### src/rtl/r2r_wave_gen.sv
// r2r_wave_gen: phase-accumulator waveform sequencer driving an 8-bit R-2R DAC.
// Saw / triangle / square / LFSR noise with glitch-free frequency commits.
module r2r_wave_gen #(
  parameter int PHASE_W = 16,
  parameter int DIV_W   = 8
) (
  input  logic         clk,
  input  logic         rst,
  input  logic         ena,
  input  logic         cfg_valid,
  output logic         cfg_ready,
  input  logic [1:0]   cfg_addr,
  input  logic [7:0]   cfg_data,
  output logic [7:0]   dac_code,
  output logic         sample_tick,
  output logic         done
);

  typedef enum logic [1:0] {
    IDLE = 2'd0,
    RUN  = 2'd1,
    DONE = 2'd2
  } state_t;

  state_t             state, state_n;
  logic [PHASE_W-1:0] phase, phase_n;
  logic [PHASE_W-1:0] freq, freq_n;
  logic [PHASE_W-1:0] shadow, shadow_n;
  logic               pending, pending_n;
  logic [DIV_W-1:0]   div, div_n;
  logic [DIV_W-1:0]   divcnt, divcnt_n;
  logic [1:0]         mode, mode_n;
  logic               run, run_n;
  logic               oneshot, oneshot_n;
  logic [7:0]         lfsr, lfsr_n;
  logic [7:0]         code, code_n;
  logic               tick_q, tick;

  logic               wr;
  logic               run_eff;
  logic [PHASE_W-1:0] f;
  logic [PHASE_W:0]   sum;
  logic [7:0]         lfsr_step;
  logic [7:0]         wave;
  logic               unused_bits;

  assign cfg_ready   = ena & ~pending;
  assign wr          = cfg_valid & cfg_ready;
  assign dac_code    = code;
  assign sample_tick = tick_q & ena;
  assign done        = (state == DONE);
  assign unused_bits = ^cfg_data[7:4];

  // A ctrl write landing this cycle decides the transition, so run=0 beats a tick.
  assign run_eff = (wr && cfg_addr == 2'd3) ? cfg_data[2] : run;
  assign f       = pending ? shadow : freq;
  assign sum     = {1'b0, phase} + {1'b0, f};
  assign lfsr_step = {lfsr[6:0], lfsr[7] ^ lfsr[5] ^ lfsr[4] ^ lfsr[3]};

  always_comb begin
    wave = sum[PHASE_W-1 -: 8];
    unique case (mode)
      2'd0: wave = sum[PHASE_W-1 -: 8];
      2'd1: wave = sum[PHASE_W-1] ? ~sum[PHASE_W-2 -: 8]
                                  : sum[PHASE_W-2 -: 8];
      2'd2: wave = sum[PHASE_W-1] ? 8'hFF : 8'h00;
      2'd3: wave = lfsr_step;
      default: wave = 8'h00;
    endcase
  end

  always_comb begin
    state_n   = state;
    phase_n   = phase;
    freq_n    = freq;
    shadow_n  = shadow;
    pending_n = pending;
    div_n     = div;
    divcnt_n  = divcnt;
    mode_n    = mode;
    run_n     = run;
    oneshot_n = oneshot;
    lfsr_n    = lfsr;
    code_n    = code;
    tick      = 1'b0;

    unique case (state)
      IDLE: begin
        if (pending) begin
          freq_n    = shadow;
          pending_n = 1'b0;
        end
        if (run_eff) begin
          state_n  = RUN;
          divcnt_n = '0;
        end
      end
      RUN: begin
        if (!run_eff) begin
          state_n = IDLE;
        end else if (divcnt == div) begin
          tick      = 1'b1;
          divcnt_n  = '0;
          freq_n    = f;
          pending_n = 1'b0;
          lfsr_n    = lfsr_step;
          if (oneshot && sum[PHASE_W]) begin
            state_n = DONE;
            phase_n = '0;
            code_n  = 8'h00;
          end else begin
            phase_n = sum[PHASE_W-1:0];
            code_n  = wave;
          end
        end else begin
          divcnt_n = divcnt + 1'b1;
        end
      end
      DONE: begin
        code_n = 8'h00;
        if (!run_eff) state_n = IDLE;
      end
      default: state_n = IDLE;
    endcase

    if (wr) begin
      unique case (cfg_addr)
        2'd0: shadow_n[7:0] = cfg_data;
        2'd1: begin
          shadow_n[15:8] = cfg_data;
          pending_n      = 1'b1;
        end
        2'd2: begin
          div_n    = cfg_data[DIV_W-1:0];
          divcnt_n = '0;
        end
        2'd3: begin
          mode_n    = cfg_data[1:0];
          run_n     = cfg_data[2];
          oneshot_n = cfg_data[3];
        end
        default: ;
      endcase
    end
  end

  always_ff @(posedge clk) begin
    if (rst) begin
      state   <= IDLE;
      phase   <= '0;
      freq    <= '0;
      shadow  <= '0;
      pending <= 1'b0;
      div     <= '0;
      divcnt  <= '0;
      mode    <= 2'd0;
      run     <= 1'b0;
      oneshot <= 1'b0;
      lfsr    <= 8'h01;
      code    <= 8'h00;
      tick_q  <= 1'b0;
    end else if (ena) begin
      state   <= state_n;
      phase   <= phase_n;
      freq    <= freq_n;
      shadow  <= shadow_n;
      pending <= pending_n;
      div     <= div_n;
      divcnt  <= divcnt_n;
      mode    <= mode_n;
      run     <= run_n;
      oneshot <= oneshot_n;
      lfsr    <= lfsr_n;
      code    <= code_n;
      tick_q  <= tick;
    end
  end

endmodule

### config.mk
export PLATFORM = sky130hd
export DESIGN_NAME = r2r_wave_gen
export DESIGN_NICKNAME = d
export VERILOG_FILES = /design/src/rtl/r2r_wave_gen.sv
export SDC_FILE = /design/constraint.sdc
export NUM_CORES = 1
export LEC_CHECK = 0
export ABC_CLOCK_PERIOD_IN_PS = 7950
export BUFFER_PORTS_ARGS = -buffer_cell sky130_fd_sc_hd__buf_2
export CAP_MARGIN = 20
export CORE_ASPECT_RATIO = 1.75
export CORE_MARGIN = 5
export CORE_UTILIZATION = 40
export DETAILED_ROUTE_END_ITERATION = 6
export SKIP_LAST_GASP = 1
export SYNTH_ARGS = -nofsm -noshare
export SYNTH_HDL_FRONTEND = slang
export SYNTH_SLANG_ARGS = --single-unit
### constraint.sdc
create_clock -name clk -period 7.95 [get_ports clk]
set_input_delay 0.3975 -clock clk [delete_from_list [all_inputs] [get_ports clk]]
set_output_delay 0.3975 -clock clk [all_outputs]
set_load 0.01 [all_outputs]
==> reports/metrics.cfg <==
[layout]
design_area_um2=5680
diodes=0
drive_above_1_share=0.148
nNetsFinal=631
area_delta_synth_final_pct=9.21
final_util=0.442

[floorplanning]
die_h_um=161
die_w_um=96.2
design.die.area_um2=15500
start_util=0.404
std_cell_rows=55
core_um2=12900
ioPinCount=25

[synth]
synthMuxAreaShare=0.106
yosys.area_share.simple=0.214
synth-xor-area-share=0.0356
synth_adder_area_share=0.0447
ys_top_cells_by_area=dfxtp_1, mux2i_1, nor2_1, ha_1, nand2_1
synth_top_family_by_area=compound AO/OA/AOI/OAI gates
ys_seq_area_frac=0.338
synthFlopType=dfxtp_1
yosysTopAreaCell=dfxtp_1
netlist.area_leader.share=0.338
synthCells=595
synth-seq-cells=88
synth_nets=627
syn_area_um2=5200
synth_warnings=0
syn_avg_cell_area_um2=8.75
synth-edff-count=0
synth_compound_area_frac=0.222
ys_types=80
synthArstFlopShare=0

[grt]
antenna_found_initial=0
grt_pass1_vias=4390
grt_overflow=0
grt_pass1_wl_mm=22.0
grt_use_total=0.182
grt_max_degree=84

[power_and_ir_drop]
power_density_nw_per_um2=160
ir_worst_vdd_uv=107
p_leak_nw=2.35

[clock_network]
cts_setup_buffers=0
clk_pin_slew_ns=0.06
cts_hold_buf=0
cts_resized=0
root_buffer=clkbuf_16
clock_sinks=88
numCtsBuffers=9
cts_tree=done
htree_levels=3
clk-insertion-delay-late_ns=0.34
cts_buffer_depth=2

[timing]
whs_ns=0.329
slew_viol_final=0
fin_crit_sh=0.475
setup_viol=0
timing.final.crit_period_ns=3.78
relSlewSlack=0.312
worst_pin_slew_ns=1.03
rsz0062_at_grt=false
hold_viol=0
fin_skew_ns=0.0133
max_clock_freq_mhz=265
fin_tns_setup_ns=0

[route]
num_vias=4451
firstDrtPassIters=6
viasPerCell=5.77
ant_nets=0
wl_per_cell_um=17.4
wirelength_mm=13.5
drc=0
drt_iter0_markers=204

[worst_setup_path]
cp_data_required_time_ns=8.17
start_kind=flip-flop
worst_ep_arrival_time_ns=4.00
critPathMaxFanout=20
critPathCaptureType=flip-flop
critical_path_class=reg -> reg

[place]
place.detailed.hpwl_mm=9.87
placed_cell_area_um2=5390
globalplace.congestion=0.920
port_buffers=24

[run]
maxCapViolCount=0

[worst_hold_path]
holdCritPathClass=in -> reg

[outcome]
status=complete, no violations

## critical path: stages, from the launching register on
cell       delay [ns]
dfxtp_1          0.86
mux2_2           0.43
ha_1             0.47
and4_1           0.36
nand3_2          0.12
a21oi_2          0.30
nor4_1           0.17
a2111oi_0        0.70
o31a_1           0.19
o21ai_1          0.06
## sequential cells by signal, summed over array words and instances, names as in the netlist, 2 cells and up
name and flops:
dac_code 8, div 8, divcnt 8, freq 16
lfsr 8, mode 2, phase 16, shadow 16
state 2
## routing by layer
layer | wire length, µm | track usage
met1 | 5540 | 0.209
met2 | 6940 | 0.315
met4 | 659 | 0.101
met5 | 0 | 0
met3 | 316 | 0.0220
## power breakdown
group          internal, mW  switching, mW
Sequential            0.444        0.00372
Clock                 0.248          0.173
Combinational        0.0144         0.0292
## stage by stage
step	power (mW)	setup slack [ns]	std cells
after floorplan	0.488	4.56	595
after global placement	0.501	4.19	758
after detailed placement	0.501	4.15	758
after CTS	0.922	4.17	771
after global routing	0.948	3.80	772
final	0.912	4.17	772
## cell type report
type / instances / area, µm²
repair buffers: 28 / 150
fillers: 1304 / 7180
clock buffers: 10 / 239
inverters: 9 / 33.8
well taps: 171 / 214
clock inverters: 3 / 43.8
multi-input cells: 463 / 3240
flip-flops and latches: 88 / 1760
## synth_stat cells, types with 4 or more instances
cell      count
dfxtp_1      88
nor2_1       70
nand2_1      53
a21oi_1      36
mux2i_1      35
o21ai_0      20
clkbuf_1     18
ha_1         17
mux2_2       16
a22oi_1      13
nor3_1       12
xor2_1       12
buf_2        11
nand2b_1     10
and3_1        9
inv_1         9
nand3_1       9
a211oi_1      8
nor2b_1       8
a211o_1       7
a21o_1        7
a21oi_2       7
a31oi_1       7
nor4_1        6
o211ai_1      5
a311oi_1      4
nand4_1       4
nor3b_1       4
nor4b_1       4
o21a_1        4
o31ai_1       4
or3_1         4
xnor2_1       4
## kinds of logic (layout without fill, tap and decap cells)
kind of cell,Yosys count,count (layout)
AOI/OAI and AO/OA,157,157
xor gates and xnor gates,18,18
adders and majority gates,18,18
buffers and inverters,44,50
DFF,88,88
muxes,52,52
and+or+nand+nor,218,218
## final timing paths
kind	from	end	slack, ns	cells after the start
setup / recovery	pending	dac_code[1]	4.17	9
hold reg to reg	dac_code[5]	dac_code[5]	0.46	2
hold / removal	cfg_data[4]	div[4]	0.33	3
setup reg to reg	pending	dac_code[1]	4.17	9
## layout by cell type (no fill, tap or decap), types with 5 or more instances in the layout
cell	netlist	routed
clkbuf_16	0	9
mux2i_1	35	35
o211ai_1	5	5
a211oi_1	8	8
a31oi_1	7	7
nor4_1	6	6
buf_2	11	24
xor2_1	12	12
mux2_2	16	16
ha_1	17	17
dfxtp_1	88	88
nand2_1	53	53
nor2_1	70	70
a22oi_1	13	13
o21ai_0	20	20
nand3_1	9	9
a21o_1	7	7
inv_1	9	9
nor3_1	12	12
a21oi_2	7	7
a211o_1	7	7
nand2b_1	10	10
and3_1	9	9
nor2b_1	8	8
a21oi_1	36	36
Note: power is estimated with default switching activity, not from simulation.
